--- src/rtl/fft_bfly_pipe.sv ---
// Radix-2 DIT butterfly (3-multiplier twiddle form). Latency is 4 cycles at one butterfly per cycle.
// There is no backpressure: every accepted in_valid yields one out_valid, and done pulses on the last result of each N/2 pass.
module fft_bfly_pipe #(
   parameter int N       = 16,
   parameter int DW      = 16,
   parameter int MSB     = 16,
   parameter int TW_W    = 9,
   parameter int TW_FRAC = 7,
   parameter int SCALE   = 1,
   localparam int AW     = $clog2(N/2)
) (
   input  logic                  clk,
   input  logic                  rst,
   input  logic                  in_valid,
   input  logic [AW-1:0]         in_addr,
   input  logic signed [DW-1:0]  x0_re,
   input  logic signed [DW-1:0]  x0_im,
   input  logic signed [DW-1:0]  x1_re,
   input  logic signed [DW-1:0]  x1_im,
   input  logic [MSB-1:0]        c_in,
   input  logic [MSB-1:0]        cps_in,
   input  logic [MSB-1:0]        cms_in,
   output logic                  out_valid,
   output logic [AW-1:0]         out_addr,
   output logic signed [DW-1:0]  y0_re,
   output logic signed [DW-1:0]  y0_im,
   output logic signed [DW-1:0]  y1_re,
   output logic signed [DW-1:0]  y1_im,
   output logic                  done
);

   localparam int PW = DW + TW_W + 1;
   localparam int SW = PW + 1;
   localparam int WW = DW + 1;
   localparam int BW = DW + 2;
   localparam logic [AW-1:0] LAST = AW'(N/2 - 1);

   logic                 r1_vld, r2_vld, r3_vld;
   logic [AW-1:0]        r1_addr, r2_addr, r3_addr;
   logic signed [DW-1:0] r1_x0_re, r1_x0_im, r1_a, r1_b;
   logic signed [TW_W-1:0] r1_c, r1_p, r1_m;
   logic signed [DW-1:0] r2_x0_re, r2_x0_im, r3_x0_re, r3_x0_im;
   logic signed [PW-1:0] r2_t, r2_pr, r2_pi;
   logic signed [WW-1:0] r3_wr, r3_wi;
   logic [AW-1:0]        r_cnt;

   logic signed [WW-1:0] w_d;
   logic signed [PW-1:0] w_d_x, w_a_x, w_b_x, w_c_x, w_p_x, w_m_x;
   logic signed [SW-1:0] w_re_sum, w_im_sum, w_re_sh, w_im_sh;
   logic signed [BW-1:0] w_sr0, w_si0, w_sr1, w_si1;
   logic signed [DW-1:0] w_y0_re, w_y0_im, w_y1_re, w_y1_im;
   logic                 w_unused;

   assign w_d   = WW'(r1_a) - WW'(r1_b);
   assign w_d_x = PW'(w_d);
   assign w_a_x = PW'(r1_a);
   assign w_b_x = PW'(r1_b);
   assign w_c_x = PW'(r1_c);
   assign w_p_x = PW'(r1_p);
   assign w_m_x = PW'(r1_m);

   // Products are shifted before truncating to WW bits, so rounding is always toward minus infinity.
   assign w_re_sum = SW'(r2_t) + SW'(r2_pr);
   assign w_im_sum = SW'(r2_pi) - SW'(r2_t);
   assign w_re_sh  = w_re_sum >>> TW_FRAC;
   assign w_im_sh  = w_im_sum >>> TW_FRAC;

   assign w_sr0 = BW'(r3_x0_re) + BW'(r3_wr);
   assign w_si0 = BW'(r3_x0_im) + BW'(r3_wi);
   assign w_sr1 = BW'(r3_x0_re) - BW'(r3_wr);
   assign w_si1 = BW'(r3_x0_im) - BW'(r3_wi);

   assign w_y0_re = (SCALE != 0) ? w_sr0[DW:1] : w_sr0[DW-1:0];
   assign w_y0_im = (SCALE != 0) ? w_si0[DW:1] : w_si0[DW-1:0];
   assign w_y1_re = (SCALE != 0) ? w_sr1[DW:1] : w_sr1[DW-1:0];
   assign w_y1_im = (SCALE != 0) ? w_si1[DW:1] : w_si1[DW-1:0];

   assign w_unused = ^{c_in, cps_in, cms_in, w_re_sh, w_im_sh, w_sr0, w_si0, w_sr1, w_si1};

   // Data stages carry no reset; only the valid bits qualify them.
   always_ff @(posedge clk) begin
      r1_addr  <= in_addr;
      r1_x0_re <= x0_re;
      r1_x0_im <= x0_im;
      r1_a     <= x1_re;
      r1_b     <= x1_im;
      r1_c     <= c_in[TW_W-1:0];
      r1_p     <= cps_in[TW_W-1:0];
      r1_m     <= cms_in[TW_W-1:0];

      r2_addr  <= r1_addr;
      r2_x0_re <= r1_x0_re;
      r2_x0_im <= r1_x0_im;
      r2_t     <= w_c_x * w_d_x;
      r2_pr    <= w_b_x * w_m_x;
      r2_pi    <= w_a_x * w_p_x;

      r3_addr  <= r2_addr;
      r3_x0_re <= r2_x0_re;
      r3_x0_im <= r2_x0_im;
      r3_wr    <= w_re_sh[WW-1:0];
      r3_wi    <= w_im_sh[WW-1:0];
   end

   always_ff @(posedge clk) begin
      if (rst) begin
         r1_vld    <= 1'b0;
         r2_vld    <= 1'b0;
         r3_vld    <= 1'b0;
         out_valid <= 1'b0;
         done      <= 1'b0;
         out_addr  <= '0;
         y0_re     <= '0;
         y0_im     <= '0;
         y1_re     <= '0;
         y1_im     <= '0;
         r_cnt     <= '0;
      end else begin
         r1_vld    <= in_valid;
         r2_vld    <= r1_vld;
         r3_vld    <= r2_vld;
         out_valid <= r3_vld;
         done      <= r3_vld && (r_cnt == LAST);
         if (r3_vld) begin
            r_cnt    <= (r_cnt == LAST) ? '0 : r_cnt + 1'b1;
            out_addr <= r3_addr;
            y0_re    <= w_y0_re;
            y0_im    <= w_y0_im;
            y1_re    <= w_y1_re;
            y1_im    <= w_y1_im;
         end
      end
   end

endmodule

--- config.mk ---
export PLATFORM = sky130hd
export DESIGN_NAME = fft_bfly_pipe
export DESIGN_NICKNAME = d
export VERILOG_FILES = /design/src/rtl/fft_bfly_pipe.sv
export SDC_FILE = /design/constraint.sdc
export NUM_CORES = 2
export LEC_CHECK = 0
export CAP_MARGIN = 0
export CORE_ASPECT_RATIO = 1.1
export CORE_MARGIN = 3
export CORE_UTILIZATION = 55
export CTS_CLUSTER_DIAMETER = 50
export DETAILED_ROUTE_END_ITERATION = 16
export HOLD_SLACK_MARGIN = 0.08
export PLACE_DENSITY = 0.84
export REMOVE_ABC_BUFFERS = 1
export SLEW_MARGIN = 40
export SYNTH_ARGS = -nofsm -noshare
export SYNTH_HDL_FRONTEND = slang
export SYNTH_SLANG_ARGS = --single-unit
export TNS_END_PERCENT = 10
--- constraint.sdc ---
create_clock -name clk -period 8.1 [get_ports clk]
set_clock_uncertainty 0.1 [all_clocks]
set_input_delay 1.62 -clock clk [delete_from_list [all_inputs] [get_ports clk]]
set_output_delay 1.62 -clock clk [all_outputs]
set_load 0.01 [all_outputs]
# --- Word level (Yosys, flattened, before mapping) ---
# Cells that the tools add are included.
word_totals:
  reg_bits: 345
  inputBits: 118
  output_inout_bits: 69
  elab_cells: 44
op_classes:
  addsub: 8
  mul: 3
  eq_ne: 1
  n_mux: 1
  n_reduce_logical: 1
op_table:
  columns: ["operator", "n"]
  rows:
  - ["$mul A16 B9 Y24", 2]
  - ["$add A16 B17 Y17", 2]
  - ["$sub A16 B17 Y17", 2]
  - ["$add A24 B24 Y24", 1]
  - ["$mul A9 B17 Y24", 1]
  - ["$sub A24 B24 Y24", 1]
  - ["$sub A16 B16 Y17", 1]
  - ["$add A3 B1 Y3 const B", 1]
  - ["$eq A3 B3 Y1 const B", 1]
  - ["$mux W3", 1]
  - ["$logic_and A1 B1 Y1", 1]

# --- Longest topological paths before layout ---
depth:
  word_depth: 2
  depth_mapped: 30
  mapped_depth_nobuf: 29

# --- Least setup slack after synthesis ---
# Ideal clock, no wire load.
synth_path:
  kind: "register -> register"
  startpoint: "register r1_a[0]"
  endpoint: "register r2_t[23]"
  setup_time_ns: 0.072
  arrival_ns: 6.496
  t_required_ns: 7.928
  slack_ns: 1.432
  stages_incl_launch_ff: 30
  path_buffers: 0
  synth_period_minus_slack_ns: 6.668
  cell_sequence: "dfxtp_1 > inv_1 > ha_1 > fa_1 > nor2b_1 > o31a_1 > o2111ai_1 > a31oi_1 > and2_1 > o21ai_1 > nand2b_1 > xor2_2 > nand2_1 > fa_1 > inv_1 > fa_1 > inv_1 > fa_1 > inv_1 > fa_1 > ha_1 > ha_1 > and3_1 > a32oi_1 > a21oi_1 > a41oi_1 > a21oi_1 > xnor2_1 > xnor2_1 > xnor2_1"
synth_via:
  elab_chain_len: 2
synth_lines:
  columns: ["element", "line_no", "text"]
  rows:
  - ["start: declaration", "40", "logic signed [DW-1:0] r1_x0_re, r1_x0_im, r1_a, r1_b;"]
  - ["start signal: assignment", "85", "r1_a <= x1_re;"]
  - ["$sub A16 B16 Y17", "54", "assign w_d = WW'(r1_a) - WW'(r1_b);"]
  - ["$mul A9 B17 Y24", "94", "r2_t <= w_c_x * w_d_x;"]
  - ["end signal: assignment", "94", null]
  - ["end: declaration", "43", "logic signed [PW-1:0] r2_t, r2_pr, r2_pi;"]
# Every way passes these cells.
# A chain may end at the register's enable or synchronous reset.

# --- Final worst setup path ---
layout_path:
  startpoint: "register r1_b[6]"
  endpoint: "register r2_t[23]"
layout_via:
  elab_chain_len: 2
layout_lines:
  columns: ["element", "line_no", "text"]
  rows:
  - ["start: declaration", "40", null]
  - ["start signal: assignment", "86", "r1_b <= x1_im;"]
  - ["$sub A16 B16 Y17", "54", null]
  - ["$mul A9 B17 Y24", "94", null]
# Every way passes these cells.

==> results.md <==
* Post-CTS Setup Repair Bufs at 0
* Leak Pwr at 14.53 nW
* GRT Util Overall at 23.64%
* Worst vdd ir at 0.0003708 V
* Reg2Reg Setup Slack at 0.51 ns
* Fill count at around 3,800
* Largest net degree at the start of global routing at 75
* Setup violators final at 0
* I/O pin total at roughly 190
* Area of the core at roughly 0.049 mm2
* Root Buffer: clkbuf_16
* Die area at 0.05282 mm2
* Yosys warns at 0
* Routed len/inst at 16.66 um
* FF/Latch Area at slightly below 0.007 mm2
* CTS Buf Count at 41
* Vias in the first global route at 21,414
* Cell Count, Final, Fillers Out at 3,698
* RSZ-0062 raised after global routing: no
* Die height at 240.7 um
* Ratio of final minimum period to clock period at 93.69%
* Post-place setup slack at 0.6227 ns
* Core Util, Final at 63.34%
* Clock buffer depth at 3
* Placed cell area at 0.02974 mm2
* Synth Instances at 2,888
* Post-route ant nets at 0
* DR iter-0 viols at between 900 and 1,000
* FFs w/ async S/R, synth at 0%
* PortBufs at approximately 170
* Clock Latency Late Sink at 0.57 ns
* Area added between synthesis and finish at 13.21%
* Fin. max-slew vios at 0
* Switching share of power at approximately 46%
* # diodes at 0
* Seq/Total Area, Yosys at 25.07%
* Global-route wire length before repair at 101,600 um
* Sinks on the clock net at around 350
* Relative slew slack at 42.99%
* PwrDens at between 400 and 500 mW/mm2
* Max Cap Violations at 0
* CP endpoint kind: flip-flop
* Critical path arrival at 7.99 ns
* Grt total ovfl at 0
* Status: complete, no violations
* WS Path Type: reg2reg
* Netlist cell types at 76
* Row cnt at 85
* Least-Margin Pin Slew at approximately 0.85 ns
* Hold Fails Final Rpt at 0
* Req. time, crit path at 8.50 ns
* Hold buffer count at cts at 0
* Syn_area_per_cell at 9.540 um2
* Setup_tns at 0 ns
* Startpoint Class: flip-flop
* Routability congestion estimate at 0.8927
* Aggregate routed wire length at approximately 62,000 um
* DIE WIDTH at 219.4 um
* Final Net Count at 3,756
* Total vias in the final route at 19,892
* Fmax achieved at around 0.13 GHz
* Post-detail-place hpwl at 49,810 um
* Final Critical Period at between 7 and 8 ns
* Switching power at ~6.7 mW
* Initial antenna violation count at 0
* CP max-delay cell: xnor2_1
* Clk slew on worst S/H paths at 0.06 ns
* Crit-path max cell delay at around 0.61 ns
* Post-synth top area cell: fa_1
* Power share of the clock group at 12.9%
* CTS tree: built
* Htree depth at 2
* Mapped cell area at 0.02755 mm2
* Synth area leaders: fa_1, dfxtp_1, ha_1
* Post-cts resize count at 0
* Post-synthesis register bit count at 345
* # DRC at 0
* Placed Cells at 3,622
* Top_reg_cell synth: dfxtp_1
* Internal at 7.788 mW
* Area of the multi-input gates at 0.01859 mm2
* Layout cell share with drive strength beyond 1 at 3.546%
* Hold Crit Class: reg2reg
* Design Power at 14.49 mW
* Initial Utilization at 55.95%
* Comb power frac at 70.0%
* CP Max Fanout at 9
* Post-layout instance area at about 0.031 mm2
* Worst setup margin at 0.5112 ns
* EDFF count, synth at 0
* Vias per cell at about 5.4
* Flop pwr share at 17.1%
* Pre-antenna DRT Iters at 5
* Yosys top cell area share at 25.87%
* Hold WS at between 0.2 and 0.25 ns
per-layer routing:
metal	wire length [um]	up-vias	GRT usage, %
li1	-	9395	-
met4	2872	0	11.45
met2	30950	537	42.71
met1	24680	9813	27.52
met3	3103	147	3.463
met5	0	-	0
cell usage after synthesis, drive strengths merged (3+ instances only):
| master | instances |
|---|---|
| nand2b | 45 |
| o21ai | 49 |
| inv | 448 |
| o21bai | 21 |
| a21boi | 7 |
| o211ai | 9 |
| fa | 356 |
| a211oi | 44 |
| a221oi | 4 |
| or2 | 6 |
| xor2 | 37 |
| nor2 | 158 |
| mux2i | 26 |
| or3 | 18 |
| o21a | 31 |
| a31oi | 10 |
| nor3 | 54 |
| and3 | 13 |
| and2 | 166 |
| nor3b | 5 |
| o311ai | 5 |
| o31a | 3 |
| ha | 269 |
| a311oi | 5 |
| a21o | 23 |
| xnor2 | 121 |
| a21oi | 93 |
| clkbuf | 92 |
| nand4 | 8 |
| nor2b | 45 |
| o31ai | 12 |
| a31o | 3 |
| nand3b | 4 |
| buf | 4 |
| nor4 | 5 |
| o41ai | 3 |
| nand3 | 23 |
| dfxtp | 345 |
| nand2 | 286 |
| a211o | 5 |
state kept, by name, indices dropped and copies added, names as in the netlist, 17 cells and up:
| signal | count |
|---|---|
| r2_pi | 24 |
| r2_pr | 24 |
| r2_t | 24 |
| r3_wi | 17 |
| r3_wr | 17 |
placed cells by master, fill, tap and decap left out, drive strengths merged, types with 9 or more instances in the layout:
cell	n
clkinv	13
o21bai	21
inv	454
o21a	31
o21ai	49
nor3	54
mux2i	26
nor2b	45
clkdlybuf4s50	164
a21o	23
ha	269
and3	13
nand2	286
fa	356
xor2	37
a211oi	44
nand3	23
o31ai	12
a21oi	93
a31oi	10
xnor2	121
nand2b	45
buf	14
dfxtp	345
or3	18
and2	166
clkbuf	53
nor2	158
o211ai	9
path summary, 6_finish.rpt:
check | from | end | depth (start not counted)
worst max register to register | r1_b[6]$_DFF_P_ | r2_t[23]$_DFF_P_ | 28
worst min-delay path | r1_x0_im[1]$_DFF_P_ | r2_x0_im[1]$_DFF_P_ | 0
worst min register to register | r1_x0_im[1]$_DFF_P_ | r2_x0_im[1]$_DFF_P_ | 0
worst max-delay path | r1_b[6]$_DFF_P_ | r2_t[23]$_DFF_P_ | 28
cell families after synthesis:
family                     after synthesis  share of synthesized area (%)
DFF                                    345                          25.07
xor gates and xnor gates               158                          5.050
and+or+nand+nor                        841                          14.85
muxes                                   26                         0.9446
AOI/OAI and AO/OA                      347                          8.524
adders and majority gates              625                          38.08
buffers and inverters                  546                          7.475
power groups by stage:
| stage | registers, mW | logic [mW] | clock network [mW] |
|---|---|---|---|
| floorplan | 2.38 | 7.70 | 0 |
| global placement | 2.51 | 9.52 | 0 |
| detailed placement | 2.51 | 9.96 | 0 |
| CTS | 2.48 | 10.1 | 1.92 |
| global route | 2.51 | 11.4 | 1.99 |
| finish | 2.48 | 10.1 | 1.87 |
layout make-up:
class                           count  area share, %
Tap cell                          652          2.616
Inverter                          450          5.416
Timing Repair Buffer              178          5.592
Clock inverter                     23         0.9507
Multi-Input combinational cell   1997          59.61
Clock buffer                       53          3.659
Sequential cell                   345          22.16
critical path, delay by kind of cell (launching register included):
kind            cells  cell delay [ns]
compound gates     10             1.96
simple gates        3             0.39
buf+inv             4             0.35
flops               1             0.53
xor+xnor            4             1.09
fa+ha+maj           7             3.09
No activity file was read; power rests on OpenSTA's default activity.
